[src/rtl/rr_onehot_arbiter.sv]
// Round-robin arbiter sharing a 4-to-16 one-hot select between 16 requesters.
// Latency: grant registered 1 cycle after req is seen in IDLE; one idle guard cycle after each release.
// Backpressure: grant held until done or withdrawal (or forced release with ARB_TIMEOUT_EN defined).
module rr_onehot_arbiter #(
  parameter int N_REQ    = 16,
  parameter int MAX_HOLD = 255
) (
  input  logic             clk,
  input  logic             rst,
  input  logic [N_REQ-1:0] req,
  input  logic             done,
  output logic [N_REQ-1:0] grant,
  output logic [3:0]       grant_idx,
  output logic             grant_valid,
  output logic             timeout
);

  // The index width and the 8-bit hold counter are fixed in this revision.
  if (N_REQ != 16 || MAX_HOLD < 1 || MAX_HOLD > 255) begin : g_bad_cfg
    $error("rr_onehot_arbiter: N_REQ must be 16 and MAX_HOLD must be 1..255");
  end

  typedef enum logic [1:0] {
    IDLE    = 2'd0,
    OWN     = 2'd1,
    RELEASE = 2'd2
  } state_t;

  state_t      state, state_d;
  logic [3:0]  ptr, ptr_d;
  logic [3:0]  idx_d;
  logic        valid_d;
  logic        timeout_d;
  logic [15:0] grant_d;

  logic        win_found;
  logic [3:0]  win_idx;
  logic [3:0]  cand;

  logic        owner_release;
  logic        hold_hit;

`ifdef ARB_TIMEOUT_EN
  localparam logic [7:0] HOLD_LIM = 8'(MAX_HOLD);
  logic [7:0] hold_cnt, hold_cnt_d, hold_inc;

  // Forced release fires on the OWN cycle that would bring the count to MAX_HOLD,
  // so exactly MAX_HOLD OWN cycles are granted before the timeout.
  assign hold_inc = hold_cnt + 8'd1;
  assign hold_hit = (hold_inc == HOLD_LIM);
`else
  assign hold_hit = 1'b0;
`endif

  // Requester withdrawal and done are the same release event; both together release once.
  assign owner_release = done || !req[grant_idx];

  // Winner search: first set request bit scanning ptr, ptr+1, ... with 4-bit wrap.
  always_comb begin
    win_found = 1'b0;
    win_idx   = 4'd0;
    cand      = 4'd0;
    for (int i = 0; i < 16; i++) begin
      cand = ptr + 4'(i);
      if (!win_found && req[cand]) begin
        win_found = 1'b1;
        win_idx   = cand;
      end
    end
  end

  // Next-state and next-output logic; outputs are zero except while owning.
  always_comb begin
    state_d   = state;
    ptr_d     = ptr;
    idx_d     = 4'd0;
    valid_d   = 1'b0;
    timeout_d = 1'b0;
`ifdef ARB_TIMEOUT_EN
    hold_cnt_d = hold_cnt;
`endif
    unique case (state)
      IDLE: begin
        if (win_found) begin
          state_d = OWN;
          idx_d   = win_idx;
          valid_d = 1'b1;
`ifdef ARB_TIMEOUT_EN
          hold_cnt_d = 8'd0;
`endif
        end
      end
      OWN: begin
        if (owner_release || hold_hit) begin
          state_d   = RELEASE;
          ptr_d     = grant_idx + 4'd1;
          timeout_d = !owner_release;
        end else begin
          idx_d   = grant_idx;
          valid_d = 1'b1;
`ifdef ARB_TIMEOUT_EN
          hold_cnt_d = hold_inc;
`endif
        end
      end
      RELEASE: begin
        state_d = IDLE;
      end
      default: begin
        state_d = IDLE;
      end
    endcase
  end

  assign grant_d = valid_d ? (16'h0001 << idx_d) : 16'h0000;

  // State, pointer and registered outputs; reset wins over any grant in progress.
  always_ff @(posedge clk) begin
    if (rst) begin
      state       <= IDLE;
      ptr         <= 4'd0;
      grant       <= 16'h0000;
      grant_idx   <= 4'd0;
      grant_valid <= 1'b0;
      timeout     <= 1'b0;
    end else begin
      state       <= state_d;
      ptr         <= ptr_d;
      grant       <= grant_d;
      grant_idx   <= idx_d;
      grant_valid <= valid_d;
      timeout     <= timeout_d;
    end
  end

`ifdef ARB_TIMEOUT_EN
  // Hold counter: cleared when a grant is issued, counts OWN cycles.
  always_ff @(posedge clk) begin
    if (rst) begin
      hold_cnt <= 8'd0;
    end else begin
      hold_cnt <= hold_cnt_d;
    end
  end
`endif

endmodule
[config.mk]
export PLATFORM = sky130hd
export DESIGN_NAME = rr_onehot_arbiter
export DESIGN_NICKNAME = d
export VERILOG_FILES = /design/src/rtl/rr_onehot_arbiter.sv
export SDC_FILE = /design/constraint.sdc
export NUM_CORES = 1
export LEC_CHECK = 0
export ABC_CLOCK_PERIOD_IN_PS = 5700
export CELL_PAD_IN_SITES_DETAIL_PLACEMENT = 1
export CELL_PAD_IN_SITES_GLOBAL_PLACEMENT = 2
export CORE_UTILIZATION = 36
export CTS_CLUSTER_SIZE = 28
export DETAILED_ROUTE_END_ITERATION = 10
export GPL_TIMING_DRIVEN = 1
export PLACE_DENSITY = 0.83
export SLEW_MARGIN = 20
export SYNTH_ARGS = -nofsm -noshare
export SYNTH_HDL_FRONTEND = slang
export SYNTH_SLANG_ARGS = --single-unit
[constraint.sdc]
create_clock -name clk -period 5.7 [get_ports clk]
set_input_delay 1.425 -clock clk [delete_from_list [all_inputs] [get_ports clk]]
set_output_delay 1.425 -clock clk [all_outputs]
set_load 0.005 [all_outputs]
==> results.json <==
{
  "status": "finished, final reports clean",
  "crit_fanout": 8,
  "synth_nets": 380,
  "grt-ovfl-total": 0,
  "cts_tree": "yes",
  "cp.required_ns": 5.91,
  "postPlaceCellArea_mm2": 0.003880,
  "synthToLayoutAreaGrowth_pct": 17.55,
  "gp_congestion": 0.9185,
  "rows": 34,
  "numCtsBuffers": 3,
  "synth_flop_cell": "dfxtp_1",
  "antenna_left": 0,
  "nFillCells": 1001,
  "syn_area_per_cell_um2": 9.535,
  "relSlewSlack": 0.3908,
  "fmax_mhz": 203.4,
  "synthArstFlopShare": 0,
  "finalCriticalPeriod_ns": 4.917,
  "rsz0062_at_grt": "false",
  "viasPerCell": 6.612,
  "place_hpwl_um": 8896,
  "antenna_found_initial": 0,
  "ys_types": 65,
  "clkLatencyLatePin_ns": 0.27,
  "groute.usage.overall": 0.2463,
  "tns_ns": 0,
  "ctsResizeCount": 0,
  "clockRootBuffer": "clkbuf_8",
  "htree_levels": 1,
  "finalSetupViolCount": 0,
  "critPathLaunchType": "primary input",
  "cap_violations": 0,
  "worst_ep_arrival_time_ns": 5.13,
  "wirelength_um": 11590,
  "layout_common_cells": "clkdlybuf4s50_1 (40), mux4_2 (37), nor2_1 (33), dfxtp_1 (28), nand2_1 (27)",
  "core_mm2": 0.008891,
  "dp_slack_ns": 0.5773,
  "die_y_um": 98.69,
  "wl_met1_um": 5338,
  "postCtsHoldBufs": 0,
  "stdcell_area_mm2": 0.003956,
  "synth_area_leader_cell": "mux4_2",
  "drt-pass1-iter-count": 4,
  "drt_iter0_markers": 194,
  "grt_pass1_vias": 3230,
  "drc": 0,
  "ys_warn_count": 0,
  "endpoint_kind": "register",
  "power_density_mw_per_mm2": 458.0,
  "hold_viol": 0,
  "wl_met2_um": 5342,
  "drive_above_1_share": 0.2159,
  "grt_max_degree": 28,
  "finalCritPeriodShare": 0.8627,
  "p_leak_nw": 1.374,
  "fin_util": 0.4450,
  "clk_pin_slew_ns": 0.09,
  "finalMaxSlewViolations": 0,
  "netlist_top_cells_area": "mux4_2 (25%), dfxtp_1 (17%), mux2_2 (5.7%)",
  "start_util": 0.3786,
  "routedWlPerCell_um": 23.32,
  "grt_pass1_wl_um": 18660,
  "antenna_cells": 0,
  "hp-class": "register to register",
  "final_common_cell": "clkdlybuf4s50_1",
  "wl_met3_um": 648,
  "finClkSkew_ns": 0.005309,
  "synth_edf_count": 0,
  "ios": 41,
  "die_w_um": 98.69,
  "post_cts_buffers": 0,
  "path_class": "primary input to register",
  "top_layer": "met4",
  "clk_path_buf_depth": 2,
  "vdd_drop_max_v": 0.0002659,
  "fp.dieArea_mm2": 0.009740,
  "io_buffer_count": 40,
  "hold_slack_ns": 0.6833,
  "syn_area_mm2": 0.003366,
  "final.setup.worst_slack_ns": 0.7826,
  "yosysTopAreaCellShare": 0.2476,
  "num_vias": 3286,
  "syn_inst": 353,
  "cts_sinks": 28,
  "tightest_slew_ns": 0.9072,
  "ys_ff_latch": 28,
  "synth-seq-area-share": 0.1665,
  "final_nets": 417
}
## kinds of logic after synthesis
| kind of cell | share of synthesized area |
|---|---|
| fa+ha+maj | 0.02974 |
| xor+xnor | 0.03123 |
| compound gates | 0.1848 |
| simple gates | 0.1836 |
| flops | 0.1665 |
| mux | 0.3610 |
| other cells | 0.001114 |
| buf+inv | 0.04200 |
## per-stage QoR
stage	power, mW	instances
after floorplan	1.232	353
after global placement	1.614	493
after detailed placement	1.629	493
after CTS	1.792	497
after global routing	1.933	497
final	1.812	497
## registers in the layout, summed over array words and instances, names as in the netlist
signal and flops:
grant 16, grant_idx 4, grant_valid 1, ptr 4, state 2, timeout 1
## final timing paths
kind	start	end	slack, ns	depth (start not counted)
worst max-delay path	req[9]	grant[8]	0.78	10
worst min-delay path	state[1]	state[1]	0.68	2
worst max register to register	ptr[1]	grant[1]	0.95	11
worst min register to register	state[1]	state[1]	0.68	2
## metal layers
metal  GRT usage  vias to the layer above
met1      0.3654                     1687
li1            -                     1448
met3     0.02553                       20
met4     0.06200                        0
met5           0                        -
met2      0.3830                      131
## cell usage after synthesis, drive strengths merged, types with 2 or more instances
master	count
o221ai	3
inv	12
nand2b	9
o31ai	4
a22oi	2
a211oi	7
a21oi	18
and3	3
mux4	37
a211o	2
or2	4
ha	8
xor2	6
a21boi	2
a2111oi	3
nand4	3
o31a	2
nor3	17
a22o	2
buf	9
xnor2	6
o21ai	13
o21bai	3
o21a	3
a32oi	2
a311oi	2
and3b	2
nor2b	6
mux2i	19
clkbuf	9
nand2	27
o22ai	6
nand3	4
nor3b	3
o211ai	3
dfxtp	28
nor2	33
a21o	2
mux2	17
a221oi	2
## worst max-delay path: stages
cell	delay, ns
clkdlybuf4s50_1	0.54
mux4_2	0.63
mux4_2	0.61
nor3_4	0.40
nand4_4	0.23
nor3_4	0.35
and3_1	0.25
o31a_1	0.37
nand2_1	0.20
nor2_1	0.12
## where the power goes
group	internal (mW)	leakage (nW)	switching, mW
Combinational	0.577	1.11	0.811
Clock	0.0940	0.0357	0.0598
Sequential	0.225	0.228	0.0444
## area by class of cell
cell class,count,area [um^2],share of cell area
clock buffer,3,41.29,0.01044
timing repair buffer,50,475.5,0.1202
sequential,28,560.5,0.1417
clock inverter,1,30.03,0.007590
inverter,12,45.04,0.01139
tap,108,135.1,0.03416
multi-input combinational,295,2669,0.6746
(Power assumes the default switching activity.)
